**config.mk**
```make
export PLATFORM = sky130hd
export DESIGN_NAME = instr_fetch_buf_flat
export DESIGN_NICKNAME = d
export VERILOG_FILES = /design/src/rtl/instr_fetch_buf_if.sv /design/src/rtl/instr_fetch_buf.sv /design/src/flat_wrapper.sv
export SDC_FILE = /design/constraint.sdc
export NUM_CORES = 1
export LEC_CHECK = 0
export ABC_CLOCK_PERIOD_IN_PS = 2600
export CAP_MARGIN = 25
export CELL_PAD_IN_SITES_DETAIL_PLACEMENT = 1
export CELL_PAD_IN_SITES_GLOBAL_PLACEMENT = 1
export CORE_MARGIN = 3
export CORE_UTILIZATION = 43
export CTS_CLUSTER_SIZE = 12
export DETAILED_ROUTE_END_ITERATION = 10
export MAX_ROUTING_LAYER = met4
export PLACE_DENSITY = 0.74
export SYNTH_ARGS = -nofsm -noshare
export SYNTH_HDL_FRONTEND = slang
export SYNTH_SLANG_ARGS = --single-unit
```
**constraint.sdc**
```tcl
create_clock -name clk -period 2.6 [get_ports clk]
set_input_delay 0.26 -clock clk [delete_from_list [all_inputs] [get_ports clk]]
set_output_delay 0.26 -clock clk [all_outputs]
set_load 0.01 [all_outputs]
```
**src/rtl/instr_fetch_buf_if.sv**
```systemverilog
// -----------------------------------------------------------------------------
// instr_fetch_buf_if
//   Instruction memory read bus between the fetch unit and instruction memory.
//   One request per cycle; read data is valid exactly one cycle after the
//   cycle in which imem_req is high.
//
//   Signals
//     imem_req    master -> slave   read request this cycle
//     imem_addr   master -> slave   byte address of the request (ADDR_W)
//     imem_rdata  slave  -> master  read data (32), one cycle after imem_req
//
//   Modports
//     master : fetch unit side
//     slave  : instruction memory side
// -----------------------------------------------------------------------------
interface instr_fetch_buf_if #(
    parameter int ADDR_W = 32
);
    logic              imem_req;
    logic [ADDR_W-1:0] imem_addr;
    logic [31:0]       imem_rdata;

    modport master (
        output imem_req,
        output imem_addr,
        input  imem_rdata
    );

    modport slave (
        input  imem_req,
        input  imem_addr,
        output imem_rdata
    );
endinterface

```
**src/rtl/instr_fetch_buf.sv**
```systemverilog
// -----------------------------------------------------------------------------
// instr_fetch_buf
//   Instruction fetch unit with a prefetch FIFO, sitting directly upstream of
//   the decoder. Owns the PC, issues sequential word reads to instruction
//   memory, buffers the returned words and presents the oldest one to the
//   decoder. A redirect flushes the buffer, squashes any read still in flight
//   and restarts fetch from the new PC.
//
//   Parameters
//     DEPTH     FIFO entries (power of 2, >= 2)
//     ADDR_W    PC / imem byte-address width
//     RESET_PC  PC loaded at reset (word aligned)
//
//   Ports
//     clk             core clock, posedge
//     reset_n         asynchronous active-low reset
//     next_instr      decoder pop request, ignored while instr_valid=0
//     instr           head instruction, 0 when empty
//     instr_valid     FIFO non-empty
//     instr_pc        byte PC of the head instruction, 0 when empty
//     redirect_valid  flush and load redirect_pc (single-cycle pulse)
//     redirect_pc     new PC, bits [1:0] forced to 0
//     imem            instruction memory read bus (master side)
//
//   Build option
//     IFB_PERF_EN  adds fetch_cnt[31:0] (pushes accepted) and
//                  starve_cnt[31:0] (S_RUN cycles with an empty FIFO).
//                  Both reset to 0, wrap, and survive redirects.
//
//   State | meaning
//   ------+-------------------------------------------------------------
//   IDLE  | first cycle after reset, no request
//   RUN   | issuing requests whenever the credit check allows
//   FLUSH | one dead cycle after a redirect, no request
// -----------------------------------------------------------------------------
module instr_fetch_buf #(
    parameter int                DEPTH    = 4,
    parameter int                ADDR_W   = 32,
    parameter logic [ADDR_W-1:0] RESET_PC = '0
) (
    input  logic              clk,
    input  logic              reset_n,
    input  logic              next_instr,
    output logic [31:0]       instr,
    output logic              instr_valid,
    output logic [ADDR_W-1:0] instr_pc,
    input  logic              redirect_valid,
    input  logic [ADDR_W-1:0] redirect_pc,
    instr_fetch_buf_if.master imem
`ifdef IFB_PERF_EN
    ,
    output logic [31:0]       fetch_cnt,
    output logic [31:0]       starve_cnt
`endif
);
    localparam int PTR_W = $clog2(DEPTH);
    localparam int CNT_W = PTR_W + 1;

    localparam logic [1:0] S_IDLE  = 2'd0;
    localparam logic [1:0] S_RUN   = 2'd1;
    localparam logic [1:0] S_FLUSH = 2'd2;

    logic [1:0]        state;
    logic [1:0]        state_nxt;
    logic [ADDR_W-1:0] pc;
    logic [ADDR_W-1:0] pc_redirect;
    logic [ADDR_W-1:0] pend_addr;
    logic              data_pending;

    logic [31:0]       fifo_data [DEPTH];
    logic [ADDR_W-1:0] fifo_pc   [DEPTH];
    logic [PTR_W-1:0]  rd_ptr;
    logic [PTR_W-1:0]  wr_ptr;
    logic [CNT_W-1:0]  count;
    logic [CNT_W-1:0]  count_nxt;

    logic              pop_en;
    logic              push_en;
    logic              issue;
    logic [CNT_W:0]    credit_use;

    assign pc_redirect = redirect_pc & ~ADDR_W'(3);

    assign instr_valid = (count != '0);
    assign instr       = instr_valid ? fifo_data[rd_ptr] : 32'h0;
    assign instr_pc    = instr_valid ? fifo_pc[rd_ptr]   : '0;

    // A redirect wins over both a same-cycle pop and a same-cycle push.
    assign pop_en  = next_instr & instr_valid & ~redirect_valid;
    assign push_en = data_pending & ~redirect_valid;

    always_comb begin
        count_nxt = count;
        if (redirect_valid) begin
            count_nxt = '0;
        end else if (push_en && !pop_en) begin
            count_nxt = count + CNT_W'(1);
        end else if (pop_en && !push_en) begin
            count_nxt = count - CNT_W'(1);
        end
    end

    always_comb begin
        state_nxt = state;
        case (state)
            S_IDLE:  state_nxt = redirect_valid ? S_FLUSH : S_RUN;
            S_RUN:   state_nxt = redirect_valid ? S_FLUSH : S_RUN;
            S_FLUSH: state_nxt = redirect_valid ? S_FLUSH : S_RUN;
            default: state_nxt = S_IDLE;
        endcase
    end

    // Entries held after this edge plus the read whose data lands next cycle.
    // Issuing only while that total is below DEPTH reserves a slot for every
    // outstanding read, so a push can never hit a full FIFO.
    assign credit_use = {1'b0, count_nxt}
                      + (CNT_W+1)'(imem.imem_req & ~redirect_valid);
    assign issue      = (state_nxt == S_RUN) && (credit_use < (CNT_W+1)'(DEPTH));

    always_ff @(posedge clk or negedge reset_n) begin
        if (!reset_n) begin
            state         <= S_IDLE;
            pc            <= RESET_PC;
            imem.imem_req <= 1'b0;
            imem.imem_addr <= '0;
            data_pending  <= 1'b0;
            pend_addr     <= '0;
            rd_ptr        <= '0;
            wr_ptr        <= '0;
            count         <= '0;
        end else begin
            state        <= state_nxt;
            count        <= count_nxt;
            // A redirect in the request cycle kills the return in the next one.
            data_pending <= imem.imem_req & ~redirect_valid;
            pend_addr    <= imem.imem_addr;
            imem.imem_req <= issue;
            if (issue) begin
                imem.imem_addr <= pc;
            end

            if (redirect_valid) begin
                pc <= pc_redirect;
            end else if (issue) begin
                pc <= pc + ADDR_W'(4);
            end

            if (redirect_valid) begin
                rd_ptr <= '0;
                wr_ptr <= '0;
            end else begin
                if (push_en) begin
                    wr_ptr <= wr_ptr + PTR_W'(1);
                end
                if (pop_en) begin
                    rd_ptr <= rd_ptr + PTR_W'(1);
                end
            end
        end
    end

    always_ff @(posedge clk) begin
        if (push_en) begin
            fifo_data[wr_ptr] <= imem.imem_rdata;
            fifo_pc[wr_ptr]   <= pend_addr;
        end
    end

    no_push_when_full: assert property (
        @(posedge clk) disable iff (!reset_n)
        !(push_en && (count == CNT_W'(DEPTH)))
    );

`ifdef IFB_PERF_EN
    always_ff @(posedge clk or negedge reset_n) begin
        if (!reset_n) begin
            fetch_cnt  <= 32'h0;
            starve_cnt <= 32'h0;
        end else begin
            if (push_en) begin
                fetch_cnt <= fetch_cnt + 32'h1;
            end
            if ((state == S_RUN) && !instr_valid) begin
                starve_cnt <= starve_cnt + 32'h1;
            end
        end
    end
`endif

endmodule
```
**src/flat_wrapper.sv**
```systemverilog
// flat-port wrapper written by rule: the top's interface ports become plain ports
module instr_fetch_buf_flat 
#(
    parameter int                DEPTH    = 4,
    parameter int                ADDR_W   = 32,
    parameter logic [ADDR_W-1:0] RESET_PC = '0
)
  (clk, reset_n, next_instr, instr, instr_valid, instr_pc, redirect_valid, redirect_pc, imem_imem_req, imem_imem_addr, imem_imem_rdata);
  instr_fetch_buf_if #(.ADDR_W(ADDR_W)) imem_i ();
  input  logic clk;
  input  logic reset_n;
  input  logic next_instr;
  output logic [31:0] instr;
  output logic instr_valid;
  output logic [ADDR_W-1:0] instr_pc;
  input  logic redirect_valid;
  input  logic [ADDR_W-1:0] redirect_pc;
  output wire logic [$bits(imem_i.imem_req)-1:0] imem_imem_req;
  output wire logic [$bits(imem_i.imem_addr)-1:0] imem_imem_addr;
  input wire logic [$bits(imem_i.imem_rdata)-1:0] imem_imem_rdata;
  assign imem_imem_req = imem_i.imem_req;
  assign imem_imem_addr = imem_i.imem_addr;
  assign imem_i.imem_rdata = imem_imem_rdata;
  instr_fetch_buf #(.DEPTH(DEPTH), .ADDR_W(ADDR_W), .RESET_PC(RESET_PC)) u_core (.clk(clk), .reset_n(reset_n), .next_instr(next_instr), .instr(instr), .instr_valid(instr_valid), .instr_pc(instr_pc), .redirect_valid(redirect_valid), .redirect_pc(redirect_pc), .imem(imem_i));
endmodule
```
==> metrics.md, run 1 <==
| Metric | Value |
|---|---|
| Vias in the first global route | 8454 |
| Post-synth top area share | 0.538 |
| Area grow syn2layout | 27.7% |
| DR top layer | met4 |
| Pre-CTS WS | 47.1 ps |
| Clock slew at reported path FFs | 60 ps |
| Dominant cells by area after synthesis | edfxtp_1 54%, dfrtp_1 18%, mux4_2 10%, and2_1 3.0%, mux2_2 2.4% |
| Setup TNS | -13.6 ps |
| Slowest stage cell on the critical path | dfrtp_4 |
| Final number of setup-violating endpoints | 1 |
| Power per cell area | 1030 nW/µm² |
| Met3 WL | 1410 µm |
| Via/cell ratio | 5.49 |
| Die area | 34400 µm² |
| WP data required | 2340 ps |
| Async SR Flop Fraction | 0.289 |
| CTS tree | built |
| Final Hold Vio Count | 0 |
| Worst path max stage delay | 520 ps |
| Drt initial violations | 501 |
| Status | finished, violations left |
| Crit start category | register |
| Remaining DRCs | 0 |
| Num CTS Buffers | 38 |
| Failing checks | setup timing |
| PortBufs | 159 |
| Worst-Skew Late Latency | 510 ps |
| Final WL | 31500 µm |
| CTS H-tree lvls | 2 |
| Die Span Y | 185 µm |
| Share of layout cells above drive strength 1 | 0.210 |
| Ports | 166 |
| Starting Density | 0.438 |
| Ys flop type | edfxtp_1 |
| Clk sinks | 349 |
| Gpl congestion | 0.842 |
| GRT Util Overall | 0.187 |
| Worst path cell trace | clkbuf_16, mux4_2, and2_1, clkdlybuf4s50_1 |
| Wire length on met1 | 14000 µm |
| Synthesized cell area | 13800 µm² |
| Static Leak | 0.00645 µW |
| Tightest slew margin relative to the limit | 0.581 |
| Final net count | 1076 |
| Fillers | 2873 |
| Register area | 9980 µm² |
| Top cells by count, synth | 248 x edfxtp_1, 101 x dfrtp_1, 67 x and2_1 |
| Final worst-path setup slack | -13.6 ps |
| Number of flops mapped to enable cells by yosys | 248 |
| Synth warnings | 0 |
| Most numerous cell in the Yosys netlist | edfxtp_1 |
| Via count | 7848 |
| Synth Register Bits | 349 |
| Critical path class | reg -> out |
| Slew at the pin with the worst max-slew slack | 629 ps |
| Slew Limit Fails | 0 |
| Total gr overflow | 0 |
| Core ar. | 31600 µm² |
| Largest net degree at the start of global routing | 59 |
| Final ANT Viol Nets | 0 |
| Syn_area_per_cell | 17.5 µm² |
| Final min period | 2610 ps |
| Area leader, netlist | edfxtp_1 |
| Part of the cycle the worst path needs | 1.01 |
| Distinct cells, synth | 49 |
| Root Buffer | clkbuf_16 |
| Worst-case vdd ir drop | 0.474 mV |
| Instance count of the mapped netlist | 793 |
| Worst Setup End Kind | output pin |
| RSZ-0062 raised after global routing | yes |
| CP delay by family, top | buffers and inverters |
| Row count | 65 |
| Max Cap Viol | 0 |
| DPL Wire Length | 20500 µm |
| Antenna violations before repair | 1 |
| CP max FO | 6 |
| Multi-input logic area | 3640 µm² |
| Wire per inst | 22.1 µm |
| Hold crit path type | in -> async |
| Met2 wire length | 15700 µm |
| WP data arrival | 2350 ps |
| First-pass GRT wire length | 48100 µm |
| Post-synthesis sequential area ratio | 0.720 |
| Drt first pass iters | 5 |
| Worst Skew | 17.4 ps |
| CP Buf/Inv Count | 2 |
| Maximum clock frequency | 383 MHz |
| Bufs on Longest Clock Path | 3 |
| Die width | 185 µm |
-- layout by cell type (no fill, tap or decap), types with 10 or more instances in the layout --
master	Yosys	final
clkbuf_1	27	11
dfrtp_1	101	99
dlygate4sd2_1	0	38
and2_1	67	63
buf_4	4	27
o31ai_1	19	19
nand2_1	24	24
nand3_1	18	18
mux2_2	30	30
dlymetal6s2s_1	0	17
buf_12	0	21
nor2_1	37	37
clkdlybuf4s50_1	0	103
mux4_2	62	62
or4_1	20	20
edfxtp_1	248	248
clkbuf_16	0	42
inv_1	10	10
o311ai_0	10	10
a31oi_1	23	23
-- where the power goes --
part           internal (µW)  switching (µW)
clock                   3020            2020
sequential              6970             661
combinational           2920            2550
total                  12900            5230
-- registers in the layout (all words and copies together), names as in the netlist --
name                   flops
u_core.count               3
u_core.data_pending        1
u_core.fifo_data         128
u_core.fifo_pc           120
u_core.imem.imem_addr     30
u_core.imem.imem_req       1
u_core.pc                 30
u_core.pend_addr          30
u_core.rd_ptr              2
u_core.state               2
u_core.wr_ptr              2
-- metrics by stage --
step | power [µW] | hold slack (ps) | cells | util | area (µm²)
global placement | 13200 | 324 | 1349 | 0.516 | 16300
CTS | 18200 | 304 | 1419 | 0.552 | 17500
finish | 18100 | 322 | 1430 | 0.559 | 17700
global route | 19100 | 331 | 1430 | 0.559 | 17700
floorplan | 10200 | -35.6 | 796 | - | 13900
detailed placement | 13300 | 318 | 1349 | 0.516 | 16300
-- cells by family (layout without fill, tap and decap cells) --
group	Yosys count	in the layout	synth area share
DFF	349	349	0.720
and+or+nand+nor	208	208	0.0850
muxes	93	93	0.126
AOI/OAI and AO/OA	70	70	0.0385
buffers and inverters	59	290	0.0194
adders and majority gates	8	8	0.00723
xor gates and xnor gates	5	5	0.00316
other	1	5	0.000271
-- final timing paths --
check                                                from                   endpoint  slack [ps]  depth (start not counted)
worst max-delay path                     u_core.rd_ptr[0]                  instr[17]         -10                          4
worst min-delay path                              reset_n  u_core.imem.imem_addr[17]         320                          2
worst max register to register            u_core.count[0]               u_core.pc[9]         180                          8
worst min register to register  u_core.imem.imem_addr[22]       u_core.pend_addr[22]         400                          0
max in group asynchronous                         reset_n           u_core.rd_ptr[0]        1590                          3
min in group clk                          redirect_pc[25]              u_core.pc[25]         330                          3
-- what timing repair did --
action | 4_1_cts | 5_1_grt
endpoints found under the setup margin | 62 | 28
gates resized for setup | 38 | 20
setup buffers | 2 | 6
endpoints found under the hold margin | 43 | 0
cloned | 0 | 4
pin swaps | 0 | 1
hold buffers | 1 | 0
-- layer usage --
metal / track usage / vias up
li1: - / 3519
met1: 0.250 / 4099
met2: 0.310 / 197
met3: 0.0295 / 33
met4: 0.0363 / 0
met5: - / -
-- worst reg2reg max path, cell delays in order (launching register included) --
cell and delay, ps:
dfrtp_1 340, inv_1 80, ha_1 360, nor4b_1 70
o211a_1 250, or2_1 290, buf_12 210, or4_1 530
a31oi_1 200
-- cell type report --
type / instances / area share
antenna: 1 / 0.000142
clock buffer: 56 / 0.0622
clock inverter: 11 / 0.00446
inverter: 11 / 0.00234
multi-input combinational: 388 / 0.206
sequential: 349 / 0.565
tap: 402 / 0.0285
timing repair buffer: 212 / 0.132
Power figures use the tool's default switching activity.
==> run 2: changes to the inputs <==
- CORE_MARGIN: 3 -> 2
==> run 2 against run 1 <==
The flow now finishes without violations; count of clock-buffer cells in the layout rose by 8; clock power barely moved; combinational power grew 2%; maximum frequency increased by 2.7%; clock skew up 6.0 ps; largest cell class unchanged; register-to-register slack worse by 30 ps; final cell count grew 0.21%; sequential share of layout area grew 0.18 points; via count grew 0.71%; sequential power increased by 0.8%; first-iteration DRC count decreased by 17%; highest routed layer unchanged.
==> metrics.md, run 2 (synthesis gave the netlist of run 1 again) <==
| Metric | Value |
|---|---|
| Status | completed (was finished, violations left) |
| Antenna violations before repair | 0 (was 1) |
| Drt first pass iters | 4 (was 5) |
| Worst Setup End Kind | output pin (unchanged) |
| Power per cell area | 1040 nW/µm² (was 1030 nW/µm²) |
| Remaining DRCs | 0 (unchanged) |
| Layout Cells excl Fill | 1433 (was 1430) |
| Area grow syn2layout | 27.3% (was 27.7%) |
| Final net count | 1078 (was 1076) |
| Top Registers | u_core.fifo_data: 128 flops, u_core.fifo_pc: 120 flops (unchanged) |
| Critical path class | reg -> out (unchanged) |
| Max Cap Viol | 0 (unchanged) |
| Final Hold Vio Count | 0 (unchanged) |
| Root Buffer | clkbuf_16 (unchanged) |
| Most frequent cells in the layout | 248 x edfxtp_1, 99 x dfrtp_1, 96 x clkdlybuf4s50_1, 62 x mux4_2, 61 x and2_1 (was 248 x edfxtp_1, 103 x clkdlybuf4s50_1, 99 x dfrtp_1, 63 x and2_1, 62 x mux4_2) |
| Num CTS Buffers | 37 (was 38) |
| Via count | 7904 (was 7848) |
| Dpl cells | 1350 (was 1349) |
| Bufs on Longest Clock Path | 3 (unchanged) |
| Starting Density | 0.438 (unchanged) |
| Worst Skew | 23.3 ps (was 17.4 ps) |
| RSZ-0062 raised after global routing | no (was yes) |
| Ports | 166 (unchanged) |
| WP data required | 2340 ps (about the same) |
| Core ar. | 31600 µm² (unchanged) |
| Post-placement cell area | 16300 µm² (about the same) |
| Worst-Skew Late Latency | 520 ps (was 510 ps) |
| Final WL | 33600 µm (was 31500 µm) |
| Worst path max stage delay | 510 ps (was 520 ps) |
| CTS tree | built (unchanged) |
| PortBufs | 159 (unchanged) |
| Final min period | 2540 ps (was 2610 ps) |
| Final ANT Viol Nets | 0 (unchanged) |
| CTS H-tree lvls | 2 (unchanged) |
| Wire per inst | 23.5 µm (was 22.1 µm) |
| Row count | 65 (unchanged) |
| Static Leak | 0.00626 µW (was 0.00645 µW) |
| Part of the cycle the worst path needs | 0.978 (was 1.01) |
| Top reg by flops | u_core.fifo_data (unchanged) |
| Slew Limit Fails | 0 (unchanged) |
| Fillers | 2903 (was 2873) |
| Post-route cell area | 17600 µm² (was 17700 µm²) |
| Tightest slew margin relative to the limit | 0.645 (was 0.581) |
| Met2 Track Usage GR | 0.351 (was 0.310) |
| Via/cell ratio | 5.52 (was 5.49) |
| Register area | 9980 µm² (unchanged) |
| First-pass GRT wire length | 52000 µm (was 48100 µm) |
| Total gr overflow | 0 (unchanged) |
| Number of diodes | 0 (was 1) |
| Gpl congestion | 0.823 (was 0.842) |
| Die area | 33600 µm² (was 34400 µm²) |
| Die width | 183 µm (was 185 µm) |
| Share of layout cells above drive strength 1 | 0.219 (was 0.210) |
| Worst path cell trace | buf_4, buf_6, buf_16, mux4_2, and2_1, clkdlybuf4s15_1 (was clkbuf_16, mux4_2, and2_1, clkdlybuf4s50_1) |
| Met1 Usage GRT | 0.271 (was 0.250) |
| Die Span Y | 183 µm (was 185 µm) |
| Largest register FFs | 128 (unchanged) |
| Worst-case vdd ir drop | 0.497 mV (was 0.474 mV) |
| Slew at the pin with the worst max-slew slack | 528 ps (was 629 ps) |
| Final number of setup-violating endpoints | 0 (was 1) |
| Largest net degree at the start of global routing | 56 (was 59) |
| GR peak layer | met2 (unchanged) |
| Most common cell after layout, fill and taps aside | edfxtp_1 (unchanged) |
| Vias in the first global route | 8792 (was 8454) |
| Maximum clock frequency | 393 MHz (was 383 MHz) |
| Hold crit path type | in -> async (unchanged) |
| Clk sinks | 349 (unchanged) |
| CP max FO | 6 (unchanged) |
| Multi-input logic area | 3660 µm² (was 3640 µm²) |
| Crit start category | register (unchanged) |
| Slowest stage cell on the critical path | dfrtp_4 (unchanged) |
| Drt initial violations | 417 (was 501) |
| WP data arrival | 2280 ps (was 2350 ps) |
| Met3 usage | 0.0382 (was 0.0295) |
| GRT Util Overall | 0.211 (was 0.187) |
| Clock slew at reported path FFs | 60 ps (about the same) |
| DPL Wire Length | 21400 µm (was 20500 µm) |
## run 2: cell types whose count changed in the layout (fill, tap and decap cells not counted), moves of 3 or more
| cell | before | now |
|---|---|---|
| o311ai_0 | 10 | 7 |
| buf_6 | 0 | 4 |
| o311ai_1 | 0 | 3 |
| clkdlybuf4s15_1 | 0 | 6 |
| clkinv_1 | 5 | 1 |
| dlymetal6s2s_1 | 17 | 1 |
| clkbuf_1 | 11 | 18 |
| dlygate4sd2_1 | 38 | 49 |
| clkdlybuf4s50_1 | 103 | 96 |
| clkbuf_16 | 42 | 39 |
| clkbuf_2 | 0 | 6 |
## run 2: timing repair
action | in CTS | in global routing
hold buffers | 1 | 0
gates resized for setup | 79 | 23
endpoints found under the setup margin | 63 | 68
pin swaps | 1 | 1
hold endpoints to repair | 28 | 0
setup buffers | 10 | 1
gates cloned | 3 | 0
## run 2: worst paths after layout
check                                     startpoint                        end  slack [ps]  depth (start not counted)
max                                 u_core.rd_ptr[0]               instr_pc[16]          60                          6
min                                          reset_n  u_core.imem.imem_addr[16]         220                          2
max reg2reg                          u_core.count[0]              u_core.pc[26]         150                          8
min reg2reg                u_core.imem.imem_addr[15]       u_core.pend_addr[15]         390                          0
max in group asynchronous                    reset_n           u_core.rd_ptr[0]        1700                          3
min in group clk                     redirect_pc[24]              u_core.pc[24]         310                          3
## run 2: per-layer routing
metal  share of wire  wire [µm]
met5               0          0
met1            0.43      14600
met3           0.048       1610
met4           0.018        598
met2            0.50      16800
## run 2: power by group
group	internal [µW]	total (µW)	switching [µW]	leakage, µW
logic	2930	5580	2650	0.00229
registers	6970	7700	731	0.00340
clock network	2970	5050	2070	0.000568
## run 2: critical path: cells and delay by family, from the launching register on
family	cells	cell delay (ps)
buffers and inverters	4	660
flip-flops	1	510
multiplexers	1	400
AND/OR/NAND/NOR	1	200
## run 2: cell type report
class | instances | share of cell area
clock buffer | 64 | 0.0647
tap | 402 | 0.0285
inverter | 11 | 0.00234
timing repair buffer | 215 | 0.129
sequential | 349 | 0.567
multi-input combinational | 388 | 0.208
clock inverter | 4 | 0.00135
## run 2: per-stage QoR
stage | TNS (ps) | hold slack, ps | power [µW] | utilization | setup WS (ps)
global route | 0 | 250 | 19200 | 0.557 | 0.733
detailed placement | -167 | 228 | 13400 | 0.515 | -66.2
CTS | 0 | 217 | 18500 | 0.556 | 2.87
global placement | 0 | 218 | 13200 | 0.515 | 43.3
finish | 0 | 221 | 18300 | 0.557 | 56.0
floorplan | 0 | -35.6 | 10200 | - | 289
